**src/rtl/shift_reg_ctrl.sv**
```systemverilog
// shift_reg_ctrl: transmit sequencer for a LEN-bit parallel-load shift register.
// Accepts words over valid/ready, then sequences load, LEN shifts and an idle gap.
module shift_reg_ctrl #(
    parameter int   LEN     = 16,
    parameter int   GAP     = 2,
    parameter logic SI_FILL = 1'b0
) (
    input  logic                    clk,
    input  logic                    rst,
    input  logic                    s_valid,
    output logic                    s_ready,
    input  logic [LEN-1:0]          s_data,
    input  logic                    abort,
    output logic                    sr_en,
    output logic                    sr_pl,
    output logic [LEN-1:0]          sr_din,
    output logic                    sr_si,
    output logic                    busy,
    output logic                    done,
    output logic [$clog2(LEN)-1:0]  bit_cnt
);

    localparam int CW = $clog2(LEN);
    localparam int GW = (GAP > 1) ? $clog2(GAP) : 1;

    localparam logic [CW-1:0] CNT_LAST = CW'(LEN - 1);
    localparam logic [GW-1:0] GAP_LAST = GW'((GAP > 0) ? GAP - 1 : 0);

    localparam logic [1:0] S_IDLE  = 2'd0;
    localparam logic [1:0] S_LOAD  = 2'd1;
    localparam logic [1:0] S_SHIFT = 2'd2;
    localparam logic [1:0] S_GAP   = 2'd3;

    logic [1:0]    state;
    logic [GW-1:0] gap_cnt;

    always_ff @(posedge clk or posedge rst) begin
        if (rst) begin
            state   <= S_IDLE;
            bit_cnt <= '0;
            gap_cnt <= '0;
            sr_din  <= '0;
        end else begin
            unique case (state)
                S_IDLE: begin
                    if (s_valid) begin
                        sr_din <= s_data;
                        state  <= S_LOAD;
                    end
                end
                S_LOAD: begin
                    bit_cnt <= '0;
                    state   <= abort ? S_IDLE : S_SHIFT;
                end
                S_SHIFT: begin
                    if (abort || bit_cnt == CNT_LAST) begin
                        bit_cnt <= '0;
                        gap_cnt <= '0;
                        // abort on the last shift skips the gap entirely
                        state   <= (abort || GAP == 0) ? S_IDLE : S_GAP;
                    end else begin
                        bit_cnt <= bit_cnt + 1'b1;
                    end
                end
                S_GAP: begin
                    if (abort || gap_cnt == GAP_LAST) begin
                        gap_cnt <= '0;
                        state   <= S_IDLE;
                    end else begin
                        gap_cnt <= gap_cnt + 1'b1;
                    end
                end
            endcase
        end
    end

    // every output is a decode of registered state only
    assign s_ready = (state == S_IDLE);
    assign busy    = (state != S_IDLE);
    assign sr_en   = (state == S_LOAD) || (state == S_SHIFT);
    assign sr_pl   = (state == S_LOAD);
    assign sr_si   = SI_FILL;
    assign done    = (state == S_SHIFT) && (bit_cnt == CNT_LAST);

endmodule

```
**config.mk**
```make
export PLATFORM = sky130hd
export DESIGN_NAME = shift_reg_ctrl
export DESIGN_NICKNAME = d
export VERILOG_FILES = /design/src/rtl/shift_reg_ctrl.sv
export SDC_FILE = /design/constraint.sdc
export NUM_CORES = 1
export LEC_CHECK = 0
export CORE_MARGIN = 5
export CORE_UTILIZATION = 37
export CTS_CLUSTER_DIAMETER = 80
export DETAILED_ROUTE_END_ITERATION = 10
export PLACE_DENSITY = 0.75
export SETUP_SLACK_MARGIN = 0.3
export SKIP_CTS_REPAIR_TIMING = 1
export SLEW_MARGIN = 15
export SYNTH_ARGS = -nofsm -noshare
export SYNTH_HDL_FRONTEND = slang
export SYNTH_SLANG_ARGS = --single-unit
export TNS_END_PERCENT = 20
```
**constraint.sdc**
```tcl
create_clock -name clk -period 1.4 [get_ports clk]
set_input_delay 0.35 -clock clk [delete_from_list [all_inputs] [get_ports clk]]
set_output_delay 0.35 -clock clk [all_outputs]
set_load 0.01 [all_outputs]
```
---- Word-level counts from Yosys, hierarchy flattened ----
Index checks and enable logic that the tools add are counted.
word-level totals
  output and inout bits ................... 26
  register bits after elaboration ......... 23
  bits of input ports ..................... 20
operators by class
  muxes and demuxes ....................... 11
  equal/unequal tests ..................... 7
  add/sub/neg operators ................... 2
  reduce and logical (&&, ||, !) cells .... 11
operators by type and width
  kind                                           number
  2-to-1 mux 2 bit                               5
  case mux 2 bit (4 select lines)                1
  case mux 4 bit (2 select lines)                1
  != test 2 bit, second input constant           3
  nonzero test 2 bit                             3
  adder 4 x 1 -> 4 bit, second input constant    1
  == test 2 bit, second input constant           2
  == test 4 bit, second input constant           1
  2-to-1 mux 4 bit                               1
  AND reduction 2 bit                            2
  logical OR 1 bit                               3
  AND reduction 3 bit                            1
  == test 2 x 1 -> 1 bit, second input constant  1
  zero test 2 bit                                1
  2-to-1 mux 1 bit                               2
  case mux 1 bit (2 select lines)                1
  adder 1 bit, second input constant             1
  logical AND 1 bit                              1

---- Longest topological paths before layout ----
Gate-level depths: netlist (run 1).
  depth in word-level cells ............... 4
  gate-level depth with buffers ........... 6

---- Worst setup path after synthesis (run 1) ----
OpenSTA, ideal clock, no wires.
  kind .................................... flip-flop to flip-flop
  start ................................... register state[0]
  end ..................................... register sr_din[0]
  buffers on the path ..................... 1
  data required time ...................... 1275 ps
  stages on the path, launching flop included .. 6
  data arrival time ....................... 1371 ps
  period minus slack after synthesis ...... 1496 ps
  setup slack ............................. -96 ps
  setup time .............................. 125 ps
  path through ............................ dfrtp_1 -> inv_1 -> ha_1 -> nand2_4 -> buf_6 -> mux2_4
on the way
  word-level cells in the longest chain between the ends .. 2
RTL lines
  what                                  line  RTL
  from (decl)                           34    logic [1:0] state;
  from (signal assigned)                53    state <= abort ? S_IDLE : S_SHIFT;
  from (signal assigned)                60    state <= (abort || GAP == 0) ? S_IDLE : S_GAP;
  zero test 2 bit                       -
  net s_ready                           11    output logic s_ready,
  AND reduction 2 bit (no source line)  -
  to (signal assigned)                  47    sr_din <= s_data;
  to (decl)                             16    output logic [LEN-1:0] sr_din,
The timed path passes the listed nets, and every way through them passes these cells.
A chain may end at the register's enable or synchronous reset.

---- Final worst setup path (run 1) ----
  start ................................... register state[1]
  end ..................................... output done
on the way
  word-level cells in the longest chain between the ends .. 2
RTL lines
  what               line  RTL
  == test 2 bit      83    assign done = (state == S_SHIFT) && (bit_cnt == CNT_LAST);
  logical AND 1 bit  83
  to (decl)          19    output logic done,
Every way passes these cells.

==> impl_results.md, run 1 <==
* Clock skew at 0.00424 ns
* Min setup slack post-route at -0.185 ns
* Synthesized cell area at 0.00109 sq mm
* Ports at 46
* Gate power share at 0.599
* Clk_lat worst skew at 0.30 ns
* HPWL Detailed at 2110 microns
* Die ar. at 0.00415 sq mm
* Number of global-route vias before repair at 945
* Post-route DRC at 0
* Crit path cell chain: buf_6 > ha_4 > inv_2 > nor2_2 > buf_2
* Critical path's largest stage delay at 0.44 ns
* Largest area contributor in the netlist: dfrtp_1
* IO buf count at 44
* Distinct cells, synth at 25
* Power density over the cells at 1980 mW/mm^2
* Root buffer cell: clkbuf_4
* Internal power at 2.29 mW
* Startpoint types: flip-flop
* FP Rows at 19
* DP Worst Slack at -0.310 ns
* Share of power burned in the clock network at 0.085
* Global-route wire length before repair at 4340 microns
* Clock-pin slew on the worst setup and hold paths at 0.12 ns
* Final Hold Fails at 0
* Clock buffer depth at 2
* Initial drt markers at 13
* Core Region at 0.00281 sq mm
* FF-to-FF path depth at 6
* Final Max Slew Viols at 0
* # Max-Cap Violations at 0
* CP top delay family: flip-flops
* Starting Density at 0.390
* Htree depth at 1
* GRT Util Overall at 0.135
* Post-route total power at 3.53 mW
* Cell depth of the worst setup path at 5
* Leakage power figure at 0.860 nW
* Critical Path RT at 1.05 ns
* Area grow syn2layout at 62.9%
* Layout cells sized above 1 at 0.553
* Diodes inserted at 0
* Switch share at 0.350
* Violated checks: setup timing
* Final instance area at 0.00178 sq mm
* Final Util at 0.636
* Synthesized net count at 106
* Worst min path class: primary input to asynchronous set/reset pin
* Max FO, Critical Path at 3
* FF+latch count, synth at 23
* Status: finished with violations
* Initial antenna violation count at 0
* Clock sink total at 23
* Area after DPL at 0.00170 sq mm
* Syn Inst Count at 81
* GPL Wtd Cong at 0.800
* Via density at 4.81
* WP buf/inv at 3
* Total Wirelength at 2710 microns
* Largest net degree at the start of global routing at 17
* Crit-path slowest cell: dfrtp_1
* Final period util at 1.13
* Chip width at 64.4 microns
* Net Switching at 1.24 mW
* RSZ-0062 raised after global routing: yes
* Wire length per cell at 15.0 microns
* TritonRoute pass-1 iters at 3
* CP endpoint kind: primary output
* Min Tclk post-route at 1.59 ns
* Seq pwr share at 0.316
* CTS tree: yes
* Leading cell type in the layout, fill and taps excluded: dfrtp_1
* Finish-stage setup viols at 26
* Chip height at 64.4 microns
* Yosys warnings at 0
* Ranking of synthesized cells by area: dfrtp_1, mux2_4, mux2_2, ha_1, mux2i_1
* Worst hold margin at 0.317 ns
* Commonest cells after routing, fill and taps aside: dfrtp_1, clkdlybuf4s50_1, buf_4
* Remaining antenna violation count at 0
* CTS Buf Count at 3
* Max Freq at 0.631 GHz
* Syn avg cell area at 13.5 sq um
* DR vias at 870
* GRT overflow at 0
* Critical path type: flip-flop to primary output
* Worst Path Arrival at 1.24 ns
* Max VDD drop at 0.00112 V
* Yosys top cell area share at 0.526
* Final #Nets at 176
* Post-synthesis sequential area ratio at 0.526
==> flip-flops by register name (all words and copies together) (netlist names) <==
signal,flops
state,2
bit_cnt,4
sr_din,16
gap_cnt,1
==> final timing paths <==
| check | from | end | slack (ns) |
|---|---|---|---|
| worst min-delay path | rst | sr_din[13] | 0.32 |
| worst max register to register | state[1] | state[1] | -0.14 |
| max in group asynchronous | rst | state[0] | 0.87 |
| min in group clk | sr_din[9] | sr_din[9] | 0.52 |
| worst min register to register | sr_din[9] | sr_din[9] | 0.52 |
| worst max-delay path | state[1] | done | -0.19 |
==> cells by family after synthesis <==
logic type,share of synthesized area
AO/OA/AOI/OAI,0.0697
adder cells (fa/ha/maj),0.0571
buffers and inverters,0.0480
flip-flops,0.526
multiplexers,0.226
other,0.00343
AND/OR/NAND/NOR,0.0697
==> routing by layer <==
| metal | share of wire | track usage |
|---|---|---|
| met5 | 0 | 0 |
| met4 | 0.0070 | 0.0317 |
| met3 | 0.070 | 0.0560 |
| met2 | 0.54 | 0.237 |
| met1 | 0.39 | 0.154 |
==> synth_stat cells (all sizes together) <==
library cell  count
o22ai             2
clkbuf            1
nor2              3
a221oi            1
o21ai             1
nor3b             1
buf               2
ha                5
o2bb2ai           1
dfrtp            23
a22o              2
o31ai             1
nand3             3
mux2             16
mux2i             3
nor2b             2
o32a              1
nand2             4
inv               8
conb              1
==> stage by stage <==
step	TNS, ns	std cells
2_1_floorplan	0	81
3_3_place_gp	-3.66	170
3_5_place_dp	-4.38	170
4_1_cts	-8.51	174
5_1_grt	-2.62	181
6_report	-1.26	181
==> power groups by stage <==
stage	registers, mW	clock network (mW)	logic [mW]
floorplan	1.23	0	0.999
global placement	1.11	0	2.04
detailed placement	1.13	0	2.09
CTS	1.11	0.314	2.10
global route	1.15	0.357	2.31
finish	1.12	0.299	2.12
==> layout make-up <==
class / count / area, sq um
clock buffer: 4 / 26.3
fill: 225 / 1020
inverter: 8 / 30.0
multi-input combinational: 47 / 542
sequential: 23 / 576
tap: 31 / 38.8
timing repair buffer: 68 / 571
==> tightest hold or removal path, cell delays in order <==
cell	delay [ns]
clkdlybuf4s50_1	0.39
inv_1	0.07
buf_4	0.17
Power figures use the tool's default switching activity.
==> inputs of run 2 (changes only) <==
--- a/config.mk
+++ b/config.mk
@@ -12,6 +12,7 @@
 export PLACE_DENSITY = 0.75
 export SETUP_SLACK_MARGIN = 0.3
 export SKIP_CTS_REPAIR_TIMING = 1
+export SKIP_LAST_GASP = 1
 export SLEW_MARGIN = 15
 export SYNTH_ARGS = -nofsm -noshare
 export SYNTH_HDL_FRONTEND = slang
==> run 2 against run 1 <==
The run still ends with setup timing left. Clock skew down 0.0037 ns. Register-to-register slack worse by 0.04 ns. Clock power about the same. Non-clock buffer count unchanged. Sequential cell count unchanged. Via count down 1.1%. Count of clock-buffer cells in the layout unchanged. Fmax about the same. Critical endpoint is now state[0]. Largest cell class is now non-clock buffers. Largest power group unchanged.
==> impl_results.md, run 2 (synthesis gave the netlist of run 1 again) <==
* CTS tree: yes
* Worst Path Arrival at 1.78 ns (+0.54 ns)
* Power density over the cells at 1990 mW/mm^2 (+0.52%)
* Global-route wire length before repair at 4340 microns (unchanged)
* Internal power at 2.47 mW (+7.6%)
* Clock-pin slew on the worst setup and hold paths at 0.12 ns (about the same)
* GRT Util Overall at 0.135 (unchanged)
* Worst min path class: primary input to asynchronous set/reset pin
* Starting Density at 0.390 (unchanged)
* Diodes inserted at 0 (unchanged)
* Violated checks: setup timing
* Initial antenna violation count at 0 (unchanged)
* Min setup slack post-route at -0.185 ns (+0.000227 ns)
* Commonest cells after routing, fill and taps aside: clkdlybuf4s50_1, dfrtp_1, buf_4
* Core Region at 0.00281 sq mm (unchanged)
* Chip height at 64.4 microns (unchanged)
* Clock skew at 0.000514 ns (-0.00373 ns)
* Initial drt markers at 10 (-3)
* FP Rows at 19 (unchanged)
* IO buf count at 44 (unchanged)
* Max Freq at 0.631 GHz (about the same)
* Final #Nets at 176 (unchanged)
* Htree depth at 1 (unchanged)
* Crit-path slowest cell: nor3b_1
* Total Wirelength at 2680 microns (-0.96%)
* Area grow syn2layout at 69.1%
* Final Hold Fails at 0 (unchanged)
* Clock buffer depth at 2 (unchanged)
* Startpoint types: flip-flop
* Seq pwr share at 0.301 (-0.015)
* Final instance area at 0.00185 sq mm (+3.9%)
* Via density at 4.75 (-1.1%)
* Gate power share at 0.618 (+0.019)
* Final Max Slew Viols at 0 (unchanged)
* Die ar. at 0.00415 sq mm (unchanged)
* Max VDD drop at 0.00115 V (+2.0%)
* RSZ-0062 raised after global routing: yes
* Critical path's largest stage delay at 0.51 ns (+0.07 ns)
* Critical Path RT at 1.60 ns (+0.55 ns)
* Area after DPL at 0.00170 sq mm (unchanged)
* Clock sink total at 23 (unchanged)
* Reg2reg end: state[0]
* Wire length per cell at 14.8 microns (-0.96%)
* Net Switching at 1.22 mW (-1.6%)
* # Max-Cap Violations at 0 (unchanged)
* GRT overflow at 0 (unchanged)
* Max FO, Critical Path at 3 (unchanged)
* HPWL Detailed at 2110 microns (unchanged)
* CP endpoint kind: flip-flop
* Chip width at 64.4 microns (unchanged)
* Finish-stage setup viols at 35 (+35%)
* Flop2flop setup slack at -0.18 ns (-0.04 ns)
* Switch share at 0.330 (-0.0200)
* Largest regs: sr_din (16), bit_cnt (4), state (2)
* Most flop-heavy register: sr_din
* Min Tclk post-route at 1.58 ns (-0.000227 ns)
* Critical path type: flip-flop to flip-flop
* DR vias at 860 (-1.1%)
* Crit path cell chain: buf_6 > ha_1 > nor3b_1 > a221oi_4 > o32a_1
* Status: finished with violations
* Number of global-route vias before repair at 945 (unchanged)
* GPL Wtd Cong at 0.800 (unchanged)
* Largest net degree at the start of global routing at 17 (unchanged)
* TritonRoute pass-1 iters at 4 (+1)
* Final period util at 1.13 (about the same)
* CTS Buf Count at 3 (unchanged)
* Root buffer cell: clkbuf_4
* Final Util at 0.660 (+0.0245)
* Max-slew headroom at 0.606
* Post-route DRC at 0 (unchanged)
* Leakage power figure at 0.912 nW (+6.0%)
* FF-to-FF path depth at 5 (-1)
* Worst r2r src: state[0]
* Share of power burned in the clock network at 0.080 (-0.005)
* Worst-margin pin slew at 0.590 ns
* Clk_lat worst skew at 0.30 ns (about the same)
* Max FFs per register at 16 (unchanged)
* Remaining antenna violation count at 0 (unchanged)
* Leading cell type in the layout, fill and taps excluded: clkdlybuf4s50_1
* Layout cells sized above 1 at 0.433 (-0.120)
* Ports at 46 (unchanged)
==> run 2: cell types whose count changed in the layout (fill, tap and decap cells not counted), moves of 2 or more <==
cell	delta
dlymetal6s2s_1	+6
clkdlybuf4s50_1	+10
clkbuf_2	-4
buf_2	-11
buf_6	-2
==> run 2: routing by layer <==
| metal | vias up | GRT usage | share of wire |
|---|---|---|---|
| met5 | - | 0 | 0 |
| met4 | 0 | 0.0317 | 0.0071 |
| met3 | 2 | 0.0560 | 0.075 |
| met2 | 26 | 0.237 | 0.54 |
| met1 | 413 | 0.154 | 0.38 |
| li1 | 419 | - | - |
==> run 2: area by class of cell <==
| class | instances | area (sq um) |
|---|---|---|
| flip-flops and latches | 23 | 576 |
| repair buffers | 68 | 656 |
| multi-input cells | 47 | 526 |
| fillers | 217 | 953 |
| well taps | 31 | 38.8 |
| clock buffers | 4 | 26.3 |
| inverters | 8 | 30.0 |
==> run 2: worst max-delay path by stage <==
stage                   from         to  cells past startpoint
finish              state[0]   state[0]                      5
global route        state[1]       done                      5
CTS                 state[0]       done                      5
detailed placement     abort   state[0]                      4
global placement    state[0]       done                      5
floorplan           state[1]  sr_din[0]                      5
==> run 2: power by group through the flow <==
stage	clock (mW)	sequential, mW	combinational (mW)
6_report	0.296	1.11	2.28
5_1_grt	0.356	1.15	2.47
4_1_cts	0.314	1.11	2.10
3_5_place_dp	0	1.13	2.09
3_3_place_gp	0	1.11	2.04
2_1_floorplan	0	1.23	0.999
==> run 2: worst max-delay path, delay by kind of cell, from the launching register on <==
kind            cells  cell delay [ns]
fa+ha+maj           1             0.16
simple gates        1             0.51
compound gates      2             0.28
buf+inv             1             0.12
flops               1             0.39
==> run 2: per-stage QoR <==
| stage | hold WS (ns) | std cells | power (mW) | setup WS [ns] | setup TNS [ns] |
|---|---|---|---|---|---|
| 6_report | 0.317 | 181 | 3.69 | -0.185 | -4.66 |
| 5_1_grt | 0.354 | 181 | 3.98 | -0.265 | -7.11 |
| 4_1_cts | 0.311 | 174 | 3.53 | -0.626 | -8.51 |
| 3_5_place_dp | 0.497 | 170 | 3.21 | -0.310 | -4.38 |
| 3_3_place_gp | 0.488 | 170 | 3.15 | -0.236 | -3.66 |
| 2_1_floorplan | 0.352 | 81 | 2.23 | 0.0883 | 0 |
==> inputs of run 3 (changes only) <==
--- a/config.mk
+++ b/config.mk
@@ -6,10 +6,10 @@
 export NUM_CORES = 1
 export LEC_CHECK = 0
 export CORE_MARGIN = 5
-export CORE_UTILIZATION = 37
+export CORE_UTILIZATION = 45
 export CTS_CLUSTER_DIAMETER = 80
 export DETAILED_ROUTE_END_ITERATION = 10
-export PLACE_DENSITY = 0.75
+export PLACE_DENSITY = 0.85
 export SETUP_SLACK_MARGIN = 0.3
 export SKIP_CTS_REPAIR_TIMING = 1
 export SKIP_LAST_GASP = 1
==> constraint.sdc (replaced) <==
create_clock -name clk -period 2.03 [get_ports clk]
set_input_delay 0.5075 -clock clk [delete_from_list [all_inputs] [get_ports clk]]
set_output_delay 0.5075 -clock clk [all_outputs]
set_load 0.01 [all_outputs]
==> run 3 against run 2 <==
The run now ends clean. First-iteration DRC count up 10%. Sequential power down 31%. Critical path depth up 1. Final area down 6.8%. Die area down 15%. Sequential cell count unchanged. Count of clock-buffer cells in the layout down 1. Clock power down 28%. Global-route usage up 0.93 points. Critical path type is now flip-flop to primary output. Largest cell class is now flip-flops and latches.
==> impl_results.md, run 3 (synthesis gave the netlist of run 1 again) <==
* Cells after DPL at 154 (-9.4%)
* Clock sink total at 23 (unchanged)
* Leading cell type in the layout, fill and taps excluded: clkdlybuf4s50_1
* Clock buffer depth at 2 (unchanged)
* Final #Nets at 164 (-6.8%)
* Post-route total power at 2.55 mW (-31%)
* Chip width at 59.3 microns (-7.9%)
* FP Rows at 17 (-2)
* Setup TNS at 0 ns (+4.66 ns)
* Worst min path class: primary input to asynchronous set/reset pin
* Initial antenna violation count at 0 (unchanged)
* FF-to-FF path depth at 6 (+1)
* Gate power share at 0.614 (-0.004)
* CP endpoint kind: primary output
* TritonRoute pass-1 iters at 4 (unchanged)
* Area grow syn2layout at 57.7%
* Max Freq at 0.538 GHz
* Htree depth at 1 (unchanged)
* Share of power burned in the clock network at 0.084 (+0.004)
* Root buffer cell: clkbuf_4
* Worst hold margin at 0.521 ns (+0.204 ns)
* Diodes inserted at 0 (unchanged)
* HPWL Detailed at 1800 microns (-15%)
* Global-route wire length before repair at 3800 microns (-12%)
* GRT overflow at 0 (unchanged)
* CTS tree: yes
* Power density over the cells at 1470 mW/mm^2 (-26%)
* Min Tclk post-route at 1.86 ns
* Die ar. at 0.00352 sq mm (-15%)
* Max FO, Critical Path at 4 (+1)
* Leakage power figure at 0.776 nW (-15%)
* Chip height at 59.3 microns (-7.9%)
* Filler cells at 156 (-28%)
* Most flop-heavy register: sr_din
* Largest net degree at the start of global routing at 24 (+7)
* Flop2flop setup slack at 0.42 ns (+0.60 ns)
* Status: finished, final reports clean
* # Max-Cap Violations at 0 (unchanged)
* Final Util at 0.759 (+0.0985)
* Reg2reg end: sr_din[14]
* Starting Density at 0.481 (+0.0908)
* Worst Path Arrival at 1.35 ns (-0.43 ns)
* Post-route DRC at 0 (unchanged)
* Largest regs: sr_din (16), bit_cnt (4), state (2)
* CTS Buf Count at 3 (unchanged)
* Total Wirelength at 2590 microns (-3.5%)
* DR vias at 825 (-4.1%)
* Clock skew at 0.00255 ns (+0.00204 ns)
* Clk_lat worst skew at 0.30 ns (about the same)
* Max FFs per register at 16 (unchanged)
* Internal power at 1.68 mW (-32%)
* RSZ-0062 raised after global routing: yes
* Finish-stage setup viols at 0 (-100%)
* Critical Path Start: state[1]
* GPL Wtd Cong at 0.814 (+1.8%)
* Commonest cells after routing, fill and taps aside: clkdlybuf4s50_1, dfrtp_1, mux2_4, buf_4
* Startpoint types: flip-flop
* Max VDD drop at 0.00108 V (-6.1%)
* Switch share at 0.340 (+0.00934)
* Final Hold Fails at 0 (unchanged)
* Ports at 46 (unchanged)
* Core Region at 0.00228 sq mm (-19%)
* Worst r2r src: state[1]
* Layout cells sized above 1 at 0.377 (-0.0565)
* Wire length per cell at 15.6 microns (+5.3%)
* Critical Path RT at 1.52 ns (-0.08 ns)
* Remaining antenna violation count at 0 (unchanged)
* IO buf count at 44 (unchanged)
* GRT Util Overall at 0.145 (+0.00933)
* Final period util at 0.915
* Seq pwr share at 0.302 (about the same)
* Initial drt markers at 11 (+1)
* Number of global-route vias before repair at 808 (-14%)
* Final Max Slew Viols at 0 (unchanged)
* Clock-pin slew on the worst setup and hold paths at 0.13 ns (about the same)
* Critical Path End: done
* Critical path type: flip-flop to primary output
* Net Switching at 865 uW (-29%)
* Via density at 4.97 (+4.6%)
* Layout Cells excl Fill at 166 (-8.3%)
## run 3: cell types whose count changed in the layout (fill, tap and decap cells not counted), moves of 2 or more
cell,before,now
buf_4,20,10
dlymetal6s2s_1,6,0
clkdlybuf4s50_1,29,39
dfrtp_2,0,4
inv_2,4,1
dfrtp_1,23,19
buf_6,12,5
inv_1,4,6
## run 3: layer usage
metal  track usage  vias to the layer above  wire length, microns
met4        0.0874                        0                    28
met5             0                        -                     0
met2         0.232                       23                  1390
met3        0.0305                        2                   145
met1         0.176                      410                  1030
li1              -                      390                     -
## run 3: how the worst min path moves through the flow
stage          startpoint         end  slack, ns  cells after the start
2_1_floorplan     gap_cnt     gap_cnt       0.47                      1
3_3_place_gp   sr_din[13]  sr_din[13]       0.49                      1
3_5_place_dp   sr_din[13]  sr_din[13]       0.50                      1
4_1_cts               rst   sr_din[2]       0.52                      3
5_1_grt               rst   sr_din[0]       0.55                      3
6_report              rst   sr_din[2]       0.52                      3
## run 3: cell type report
type                            count  area (sq um)  share of cell area
Clock buffer                        3          22.5              0.0130
Multi-Input combinational cell     47           519               0.301
Clock inverter                      1          5.00             0.00290
Sequential cell                    23           581               0.336
Timing Repair Buffer               56           532               0.308
Inverter                            8          32.5              0.0188
Tap cell                           28          35.0              0.0203
## run 3: power groups by stage
stage / sequential, mW / combinational (mW) / clock, mW
floorplan: 0.847 / 0.626 / 0
global placement: 0.764 / 1.31 / 0
detailed placement: 0.781 / 1.33 / 0
CTS: 0.772 / 1.34 / 0.222
global route: 0.800 / 1.67 / 0.240
finish: 0.769 / 1.56 / 0.214
## run 3: critical path: stages, from the launching register on
cell and delay [ns]:
dfrtp_1 0.43, buf_6 0.13, buf_6 0.11, ha_4 0.16, inv_2 0.06, nor2_2 0.03
buf_2 0.13
## run 3: metrics by stage
step	setup WS [ns]	area, sq um
global route	0.114	1730
CTS	-0.266	1610
detailed placement	0.0978	1580
floorplan	0.534	1090
finish	0.172	1730
global placement	0.151	1580
==> patch 1: new RTL, flow settings as in run 2 <==
Set the parameter `GAP` to 1 (it was 2).
--- a/src/rtl/shift_reg_ctrl.sv
+++ b/src/rtl/shift_reg_ctrl.sv
@@ -2,7 +2,7 @@
 // Accepts words over valid/ready, then sequences load, LEN shifts and an idle gap.
 module shift_reg_ctrl #(
     parameter int   LEN     = 16,
-    parameter int   GAP     = 2,
+    parameter int   GAP     = 1,
     parameter logic SI_FILL = 1'b0
 ) (
     input  logic                    clk,
Check against the original RTL: same outputs for any inputs over 10 cycles, from zero or initial values and one cycle with rst high; that may be too few to reach the edited logic, so the function may still have changed.
==> patch 1 against run 2 <==
- setup slack improved by 0.023 ns
- synthesized area increased by 0.11%
- combinational power decreased by 7%
- total power decreased by 4.9%
- largest power group unchanged
- routed wire length decreased by 4.8%
- sequential cell count unchanged
- design area decreased by 0.54%
- synthesized cell count increased by 1.2%
- maximum frequency increased by 1.5%
- via count decreased by 2.0%
- the flow still finishes with violations (setup timing)
==> patch 1: results (changes against run 2) <==
[run_status]
status = complete, but fails checks  ; unchanged
violations = setup timing  ; unchanged

[finish]
layout.cells.non_filler = 179  ; was 181
nFillCells = 221  ; was 217
drive_above_1_share_pct = 43.24  ; was 43.33%

[global_route]
grt_max_degree = 24  ; was 17
grtUsageTotal_pct = 12.99  ; was 13.55%
grt_pass1_wl_mm = 4.243  ; was 4.340 mm

[sta]
finalSetupViolations = 27  ; was 35
tns_ns = -2.347  ; was -4.657 ns
worst_slack_ns = -0.1619  ; was -0.1850 ns
skew_ns = 0.0008831  ; was 0.0005136 ns
whs_ns = 0.3927  ; was 0.3172 ns

[drt]
vias = 843  ; was 860
drtPass1Iterations = 2  ; was 4
wl_mm = 2.554  ; was 2.682 mm

[logic_synthesis]
synth.area.top_cells = dfrtp_1 53%, mux2_4 14%, mux2_2 6.2%  ; unchanged
synthMuxAreaShare_pct = 20.78  ; was 22.63%
synth-compound-area-share_pct = 6.507  ; was 6.971%
synth_cell_type_count = 29  ; was 25
synthAdderAreaFrac_pct = 5.708  ; was 5.714%

[pwr]
swShare_pct = 33.97  ; was 33.04%
peakVddDrop_uv = 1108  ; was 1145 uV

[setup_path]
cp_top_family = flip-flops  ; was simple AND/OR/NAND/NOR gates
crit_end = bit_cnt[3]$_DFFE_PP0P_  ; was state[0]$_DFFE_PP0P_
worst_ep_arrival_time_ns = 1.76  ; was 1.78 ns
cp_slowest_cell = dfrtp_1  ; was nor3b_1
max_stage_delay_ns = 0.43  ; was 0.51 ns
critPathLaunch = state[1]$_DFFE_PP0P_  ; was state[0]$_DFFE_PP0P_

[place]
hpwl_mm = 1.927  ; was 2.107 mm
gp_congestion = 0.7663  ; was 0.7999
dpl_cell_area_mm2 = 0.001687  ; was 0.001699 mm^2

## patch 1: area by class of cell
cell class              count  area [um^2]  area share [%]
repair buffers             64        640.6           34.78
flip-flops and latches     23        575.6           31.25
multi-input cells          49        529.3           28.74
well taps                  31        38.79           2.106
inverters                   8        30.03           1.630
clock buffers               3        22.52           1.223
clock inverters             1        5.005          0.2717
## patch 1: power groups by stage
stage               clock network [W]  logic, W  registers, W
CTS                          0.000309   0.00205       0.00112
global route                 0.000361   0.00229       0.00113
global placement                    0   0.00198       0.00111
detailed placement                  0   0.00204       0.00112
floorplan                           0  0.000974       0.00123
finish                       0.000299   0.00211       0.00109
## patch 1: layer usage
layer | vias to the layer above | GRT usage [%] | wire (um) | part of all wire [%]
met5 | - | 0 | 0 | 0
met4 | 0 | 4.749 | 18 | 0.70
met3 | 2 | 4.318 | 231 | 9.0
met2 | 33 | 21.26 | 1276 | 50
met1 | 398 | 16.01 | 1028 | 40
li1 | 410 | - | - | -
==> patch 2: new RTL, config.mk and constraints of run 2 <==
Without the edit above. Reset style: synchronous (`rst`), changed in one clocked block.
--- a/src/rtl/shift_reg_ctrl.sv
+++ b/src/rtl/shift_reg_ctrl.sv
@@ -34,7 +34,7 @@
     logic [1:0]    state;
     logic [GW-1:0] gap_cnt;
 
-    always_ff @(posedge clk or posedge rst) begin
+    always_ff @(posedge clk) begin
         if (rst) begin
             state   <= S_IDLE;
             bit_cnt <= '0;
Formal check against the unedited RTL: differs if rst is asserted again (counterexample within 4 cycles, from zero or initial values and one cycle with rst high); with rst held inactive, the same outputs for 10 cycles.
==> patch 2 against run 2 <==
- the flow still finishes with violations (setup timing)
- global-route usage is 1.9 points higher
- critical endpoint is now sr_din[2]
- routed wire length increased by 7.3%
- first-iteration DRC count grew to 7.0 times the old value
- final cell count grew 22%
- synthesized area fell by 8.9%
- die area down 7.6%
- design area shrank 4.7%
- largest cell class unchanged
- sequential cell count is the same
- setup slack gained 0.034 ns
Power is not compared: it rests on default switching activity, and its combinational part moved more than twofold at a synthesized area within 25%.
==> patch 2: results (changes against run 2) <==
[sta]
finalSetupViolations = 21  ; was 35
worst_slack_ns = -0.1506  ; was -0.1850 ns
skew_ns = 0.007275  ; was 0.0005136 ns

[drt]
wire_per_inst_um = 13.08  ; was 14.82 um
drt-initial-drc-count = 70  ; was 10
vias = 1086  ; was 860
drtPass1Iterations = 4  ; unchanged

[place]
place_worst_setup_slack_ns = -0.2922  ; was -0.3102 ns
dpl_cell_area_mm2 = 0.001668  ; was 0.001699 mm^2
hpwl_mm = 2.218  ; was 2.107 mm
placed_cells = 213  ; was 170
gp_congestion = 0.8575  ; was 0.7999

[setup_path]
max_stage_delay_ns = 0.55  ; was 0.51 ns
crit_end = sr_din[2]  ; was state[0]$_DFFE_PP0P_
reg2reg_depth = 6  ; was 5
cp_slowest_cell = clkdlybuf4s50_1  ; was nor3b_1
cp_max_fo = 2  ; was 3
critPathLaunch = sr_din[2]$_SDFFE_PP0P_  ; was state[0]$_DFFE_PP0P_
r2r-end = bit_cnt[0]$_SDFFE_PP0P_  ; was state[0]$_DFFE_PP0P_
r2r_setup_slack_ns = -0.10  ; was -0.18 ns
r2r_start = state[0]$_SDFFE_PP0P_  ; was state[0]$_DFFE_PP0P_
worst_ep_arrival_time_ns = 1.20  ; was 1.78 ns
cp_top_family = buffers and inverters  ; was simple AND/OR/NAND/NOR gates

[logic_synthesis]
synth.area.top_cells = dfxtp_1 46%, nand2_1 14%, a21oi_1 10%  ; was dfrtp_1 53%, mux2_4 14%, mux2_2 6.2%
synth_cell_type_count = 29  ; was 25
synth_commonest_cells = 37 x nand2_1, 23 x dfxtp_1, 20 x a21oi_1  ; was 23 x dfrtp_1, 10 x mux2_4, 8 x inv_1
yosysSeqAreaShare_pct = 46.17  ; was 52.57%
synthCells = 123  ; was 81
async_flop_share_pct = 0  ; was 100.0%
syn-num-nets = 148  ; was 106
ys.flop_type = dfxtp_1  ; was dfrtp_1

[finish]
drive_above_1_share_pct = 29.47  ; was 43.33%
largest_registers = sr_din (16), bit_cnt (4), state (2)  ; unchanged
nFillCells = 220  ; was 217
layout.cells.non_filler = 220  ; was 181

[cts]
cts_made_buffers = 3  ; unchanged
htree_levels = 1  ; unchanged

[run_status]
status = complete, but fails checks  ; unchanged
violations = setup timing  ; unchanged

[global_route]
grt_pass1_wl_mm = 4.485  ; was 4.340 mm
grt_pass1_vias = 1007  ; was 945
grtUsageTotal_pct = 15.41  ; was 13.55%

[hold_path]
hold_path_class = flop to flop  ; was input port to async pin

## patch 2: changes by cell type in the layout (fill, tap and decap cells not counted), moves of 5 or more
cell	before	now
dfxtp_1	0	17
mux2_4	10	0
dfxtp_2	0	5
nand2_1	3	37
mux2_2	6	0
dfrtp_1	23	0
a21oi_1	0	20
## patch 2: metal layers
layer | vias up | track usage, % | wire length (um)
li1 | 547 | - | -
met1 | 505 | 19.10 | 1164
met2 | 32 | 26.91 | 1538
met3 | 2 | 4.545 | 164
met4 | 0 | 2.424 | 10
met5 | - | 0 | 0
## patch 2: worst min-delay path by stage
stage | slack [ns] | from | endpoint
after floorplan | 0.42 | rst | state[0]$_SDFFE_PP0P_
after global placement | 0.44 | sr_din[13]$_SDFFE_PP0P_ | sr_din[13]$_SDFFE_PP0P_
after detailed placement | 0.45 | sr_din[14]$_SDFFE_PP0P_ | sr_din[14]$_SDFFE_PP0P_
after CTS | 0.46 | sr_din[14]$_SDFFE_PP0P_ | sr_din[14]$_SDFFE_PP0P_
after global routing | 0.48 | sr_din[2]$_SDFFE_PP0P_ | sr_din[2]$_SDFFE_PP0P_
final | 0.46 | sr_din[12]$_SDFFE_PP0P_ | sr_din[12]$_SDFFE_PP0P_
## patch 2: through the flow
stage | util [%] | hold slack (ns) | setup TNS (ns)
CTS | 67.16 | 0.4638 | -6.307
global placement | 66.12 | 0.4398 | -2.337
floorplan | - | 0.4212 | 0
detailed placement | 66.12 | 0.4465 | -2.801
global route | 69.99 | 0.4849 | -3.777
finish | 69.99 | 0.4606 | -2.437
## patch 2: kinds of logic (layout without fill, tap and decap cells)
logic type / Yosys count / in the layout / synth area share (%)
AND/OR/NAND/NOR: 54 / 54 / 25.47
AO/OA/AOI/OAI: 28 / 28 / 16.06
flip-flops: 23 / 23 / 46.17
buffers and inverters: 11 / 78 / 4.642
adder cells (fa/ha/maj): 5 / 5 / 6.274
other: 1 / 1 / 0.3761
multiplexers: 1 / 1 / 1.004
## patch 2: power by group through the flow
stage               clock network, W  registers (W)  logic, W
global route                0.000336       0.000717  0.000439
floorplan                          0       0.000744  0.000157
finish                      0.000299       0.000711  0.000401
global placement                   0       0.000726  0.000373
detailed placement                 0       0.000727  0.000378
CTS                         0.000306       0.000712  0.000380
## patch 2: final cells by class
cell class                      instances  area, um^2  share of cell area (%)
Sequential cell                        23       470.5                   26.65
Clock buffer                            4       26.28                   1.488
Timing Repair Buffer                   69       655.6                   37.14
Multi-Input combinational cell         89       549.3                   31.11
Inverter                                5       26.28                   1.488
Tap cell                               30       37.54                   2.126
